[src/rtl/dmem_store_buffer.sv]
// Posted-write buffer between the core data port and dmem, with youngest-match load forwarding.
// Optional in-place store coalescing is enabled by defining DMEM_SB_COALESCE_EN.
module dmem_store_buffer #(
  parameter int DEPTH = 4,
  parameter int AW    = 32
) (
  input  logic                       clk,
  input  logic                       reset,
  input  logic                       core_we,
  input  logic                       core_re,
  input  logic [AW-1:0]              core_addr,
  input  logic [31:0]                core_wdata,
  output logic [31:0]                core_rdata,
  output logic                       stall,
  output logic                       mem_we,
  output logic [AW-1:0]              mem_addr,
  output logic [31:0]                mem_wdata,
  input  logic [31:0]                mem_rdata,
  output logic [$clog2(DEPTH):0]     count,
  output logic                       empty
);

  localparam int PW = $clog2(DEPTH);
  localparam int CW = PW + 1;

  logic [DEPTH-1:0] valid;
  logic [AW-3:0]    addr_q [DEPTH];
  logic [31:0]      data_q [DEPTH];
  logic [PW-1:0]    head, tail;
  logic [CW-1:0]    count_q;

  logic             drain, full, push, pop, coal_hit;
  logic             fwd_hit;
  logic [31:0]      fwd_data;
  logic [PW-1:0]    fwd_idx;
`ifdef DMEM_SB_COALESCE_EN
  logic [PW-1:0]    fwd_sel;
`endif

  assign full  = (count_q == CW'(DEPTH));
  assign empty = (count_q == '0);
  assign count = count_q;
  assign drain = !empty && !core_re;

  // Scan oldest to youngest so the last match found is the youngest store.
  always_comb begin
    fwd_hit  = 1'b0;
    fwd_data = '0;
    fwd_idx  = '0;
`ifdef DMEM_SB_COALESCE_EN
    fwd_sel  = '0;
`endif
    for (int unsigned i = 0; i < DEPTH; i++) begin
      fwd_idx = head + PW'(i);
      if (valid[fwd_idx] && addr_q[fwd_idx] == core_addr[AW-1:2]) begin
        fwd_hit  = 1'b1;
        fwd_data = data_q[fwd_idx];
`ifdef DMEM_SB_COALESCE_EN
        fwd_sel  = fwd_idx;
`endif
      end
    end
  end

`ifdef DMEM_SB_COALESCE_EN
  // A hit on the head being retired this cycle must allocate, or the update is lost.
  assign coal_hit = core_we && fwd_hit && !(drain && fwd_sel == head);
`else
  assign coal_hit = 1'b0;
`endif

  assign stall      = core_we && full && !coal_hit;
  assign push       = core_we && !stall && !coal_hit;
  assign pop        = drain;
  assign core_rdata = (core_re && fwd_hit) ? fwd_data : mem_rdata;

  always_comb begin
    mem_we    = 1'b0;
    mem_addr  = core_addr;
    mem_wdata = '0;
    if (drain) begin
      mem_we    = 1'b1;
      mem_addr  = {addr_q[head], 2'b00};
      mem_wdata = data_q[head];
    end
  end

  always_ff @(posedge clk or posedge reset) begin
    if (reset) begin
      head    <= '0;
      tail    <= '0;
      count_q <= '0;
      valid   <= '0;
    end else begin
      if (pop) begin
        valid[head] <= 1'b0;
        head        <= head + 1'b1;
      end
      if (push) begin
        valid[tail] <= 1'b1;
        tail        <= tail + 1'b1;
      end
      case ({push, pop})
        2'b10:   count_q <= count_q + 1'b1;
        2'b01:   count_q <= count_q - 1'b1;
        default: count_q <= count_q;
      endcase
    end
  end

  // Payload needs no reset; the valid bits qualify every entry.
  always_ff @(posedge clk) begin
    if (push) begin
      addr_q[tail] <= core_addr[AW-1:2];
      data_q[tail] <= core_wdata;
    end
`ifdef DMEM_SB_COALESCE_EN
    if (coal_hit) data_q[fwd_sel] <= core_wdata;
`endif
  end

endmodule

[config.mk]
export PLATFORM = sky130hd
export DESIGN_NAME = dmem_store_buffer
export DESIGN_NICKNAME = d
export VERILOG_FILES = /design/src/rtl/dmem_store_buffer.sv
export SDC_FILE = /design/constraint.sdc
export NUM_CORES = 1
export LEC_CHECK = 0
export ABC_CLOCK_PERIOD_IN_PS = 6100
export CAP_MARGIN = 5
export CORE_AREA = 10 10 181 217
export CTS_CLUSTER_SIZE = 40
export DETAILED_ROUTE_END_ITERATION = 8
export DIE_AREA = 0 0 191 227
export PLACE_DENSITY = 0.77
export REMOVE_ABC_BUFFERS = 1
export SETUP_SLACK_MARGIN = 0.1
export SKIP_LAST_GASP = 1
export SLEW_MARGIN = 0
export SYNTH_ARGS = -nofsm -noshare
export SYNTH_HDL_FRONTEND = slang
export SYNTH_SLANG_ARGS = --single-unit
[constraint.sdc]
create_clock -name clk -period 6.1 [get_ports clk]
set_input_delay 1.22 -clock clk [delete_from_list [all_inputs] [get_ports clk]]
set_output_delay 1.22 -clock clk [all_outputs]
set_load 0.005 [all_outputs]
==> flow_summary.json <==
{
  "outcome": "finished with violations",
  "failed_checks": "negative setup slack",
  "fp.coreArea_mm2": 0.03481,
  "start_kind": "primary input",
  "place_area_mm2": 0.02175,
  "syn_area_mm2": 0.01900,
  "wirelength_um": 61850,
  "synth_top_family_by_area": "multiplexers",
  "cts_buffers": 26,
  "synth_top_cells_by_area": "edfxtp_1 39%, mux4_2 23%, mux2i_1 5.3%, xnor2_1 4.1%, nand2_1 3.1%",
  "area_growth_pct": 24.39,
  "clk_path_buf_depth": 3,
  "seq_area_frac_synth_pct": 40.65,
  "worstPathRequired_ns": 4.88,
  "drive_gt1_share_pct": 26.46,
  "max_clock_freq_mhz": 163.4,
  "fin_crit_sh_pct": 100.3,
  "synth.avg_cell_area_um2": 12.66,
  "skew_ns": 0.02755,
  "h-tree-depth": 1,
  "power_density_mw_per_mm2": 503.7,
  "cts_tree": "yes",
  "ys_ff_latch": 259,
  "multi_input_area_mm2": 0.01064,
  "drv_cap": 0,
  "numPortBuffers": 201,
  "yosysTopAreaCell": "edfxtp_1",
  "netlist_instances": 1501,
  "start_util_pct": 54.57,
  "final_cell_area_mm2": 0.02363,
  "grt_pass1_wl_um": 90270,
  "synth_top_area_share_pct": 39.20,
  "leakage_uw": 0.008213,
  "grt_max_degree": 131,
  "die_h_um": 227,
  "ioPinCount": 202,
  "fp-row-count": 75,
  "root_buffer": "clkbuf_16",
  "ff_latch_area_mm2": 0.007730,
  "muxShareOfSynthArea_pct": 29.63,
  "maxSlewHeadroom_pct": 23.24,
  "grt_overflow": 0,
  "worst_slew_pin_slew_ns": 1.151,
  "drc_errors": 0,
  "wl_per_cell_um": 28.09,
  "total_power_uw": 11900,
  "synth-xor-area-share_pct": 4.748,
  "hold_ws_ns": 0.5549,
  "hold_viol": 0,
  "nFillCells": 2416,
  "track_usage_pct": 26.90,
  "place_congestion": 1.042,
  "synth-simple-area-share_pct": 8.996,
  "setup_viol": 4,
  "clkTransAtPathRegs_ns": 0.06,
  "crit_path_max_fanout": 16,
  "clock-sinks": 259,
  "hold_class": "reg -> reg",
  "drt-initial-drc-count": 1832,
  "antenna_found_initial": 3,
  "layout_min_cycle_time_ns": 6.119,
  "num_vias": 15220,
  "vdd_drop_max_uv": 546.7,
  "final_antenna_net_count": 0,
  "dieArea_mm2": 0.04336,
  "synth_compound_area_share_pct": 10.28,
  "synth_cell_types": 73,
  "crit_type": "in -> out",
  "endpoint_kind": "output pin",
  "grt_pass1_vias": 14730,
  "drv_slew": 0,
  "first_pass_iters": 5,
  "viasPerCell": 6.913,
  "clk_latency_ns": 0.57,
  "rsz0062_at_grt": "true",
  "yosys_warnings": 0,
  "die_x_um": 191,
  "layout_setup_ws_ns": -0.01879,
  "synth_async_sr_flop_share_pct": 4.247,
  "dp_hpwl_um": 39280,
  "cp_data_arrival_time_ns": 4.90,
  "synth_ff_type": "edfxtp_1",
  "synth_edf_count": 248,
  "synthAdderAreaFrac_pct": 0.6981,
  "nets": 1825
}
==> repair_timing <==
action / 4_1_cts / 5_1_grt
setup endpoints to repair: 32 / 32
cloned: 5 / 6
setup buffers: 14 / 20
hold buffers: 0 / 0
pin swaps: 8 / 7
gates resized for setup: 34 / 53
==> cells in the mapped netlist, types with 7 or more instances <==
library cell  count
edfxtp_1        248
mux4_2          195
nand2_1         159
mux2i_1         100
xnor2_1          89
clkbuf_1         74
o21ai_0          64
inv_1            51
and2_1           46
nor3_1           40
buf_2            36
a21o_1           35
o41ai_1          32
a311o_1          31
nor2_1           27
a21oi_1          22
mux2_2           19
nand4_1          17
buf_4            14
o22ai_1          14
xor2_1           14
buf_6            13
buf_1            11
dfrtp_1          11
ha_1              9
nor2b_1           8
nand2b_1          7
==> routing by layer <==
metal | global-route usage [%] | part of all wire, % | vias to the layer above
li1 | - | - | 6394
met1 | 33.25 | 36 | 7605
met2 | 45.53 | 49 | 1015
met3 | 4.623 | 10 | 204
met4 | 11.95 | 5.1 | 4
met5 | 0 | 0.044 | -
==> area by class of cell <==
type                    count  area share [%]
multi-input cells        1041           45.02
flip-flops and latches    259           32.71
repair buffers            334           15.03
clock buffers              29           2.891
well taps                 462           2.446
clock inverters            19          0.9900
inverters                  53          0.8577
diodes                      5         0.05294
==> worst max-delay path: stages <==
cell and delay [ns]:
clkdlybuf4s50_1 0.51, buf_6 0.15, xnor2_1 0.11, a21oi_2 0.28
a31oi_1 0.16, or4_4 0.60, a2111oi_4 0.42, buf_4 0.23
clkbuf_16 0.20, nand2_1 0.07, a311o_1 0.33, o21ai_0 0.08
clkdlybuf4s50_1 0.53
==> path summary, 6_finish.rpt <==
kind,slack [ns],start,cells past startpoint,endpoint
max,-0.02,core_addr[23],13,core_rdata[13]
min,0.55,count[0],1,count[0]
max reg2reg,3.38,count[0],4,addr_q[0][3]
min reg2reg,0.55,count[0],1,count[0]
max in group asynchronous,4.82,reset,2,head[0]
min in group asynchronous,0.96,reset,2,count[1]
==> power breakdown <==
part | switching [µW] | total (µW) | internal (µW)
Combinational | 3680 | 7490 | 3810
Clock | 710 | 1730 | 1020
Sequential | 304 | 2680 | 2380
Total | 4690 | 11900 | 7210
==> stage by stage <==
| stage | setup TNS [ns] | cells | worst slack, ns | util (%) |
|---|---|---|---|---|
| 2_1_floorplan | -720.85 | 1353 | -14.29 | - |
| 3_3_place_gp | 0 | 2104 | 0.05312 | 62.47 |
| 3_5_place_dp | -0.06016 | 2104 | -0.04567 | 62.47 |
| 4_1_cts | 0 | 2171 | 0.04519 | 66.34 |
| 5_1_grt | -1.017 | 2197 | -0.07622 | 67.85 |
| 6_report | -0.03884 | 2202 | -0.01879 | 67.88 |
==> registers in the layout, indices dropped and copies added, names as in the netlist <==
register	cells
data_q	128
tail	2
count	3
head	2
valid	4
addr_q	120
==> layout by cell type, fill, tap and decap left out, types with 9 or more instances in the layout <==
cell type,instances
a21oi_1,20
inv_1,50
dfrtp_1,9
a21o_1,35
mux2i_2,11
nand4_1,17
dlymetal6s2s_1,9
nor3_1,38
buf_6,10
xnor2_2,9
mux4_2,195
nand2_1,159
clkdlybuf4s50_1,187
edfxtp_1,248
xor2_1,14
a311o_1,31
o21ai_0,62
mux2i_1,86
mux2_2,19
o41ai_1,29
clkbuf_16,33
o22ai_1,12
buf_12,15
nor2_1,26
buf_4,93
and2_1,41
xnor2_1,80
==> kinds of logic (layout without fill, tap and decap cells) <==
group / count (synthesis) / in the layout
buffers and inverters: 201 / 435
adders and majority gates: 10 / 10
other: 0 / 5
xor gates and xnor gates: 103 / 103
muxes: 315 / 315
DFF: 259 / 259
and+or+nand+nor: 346 / 346
AOI/OAI and AO/OA: 267 / 267
(Power assumes the default switching activity.)
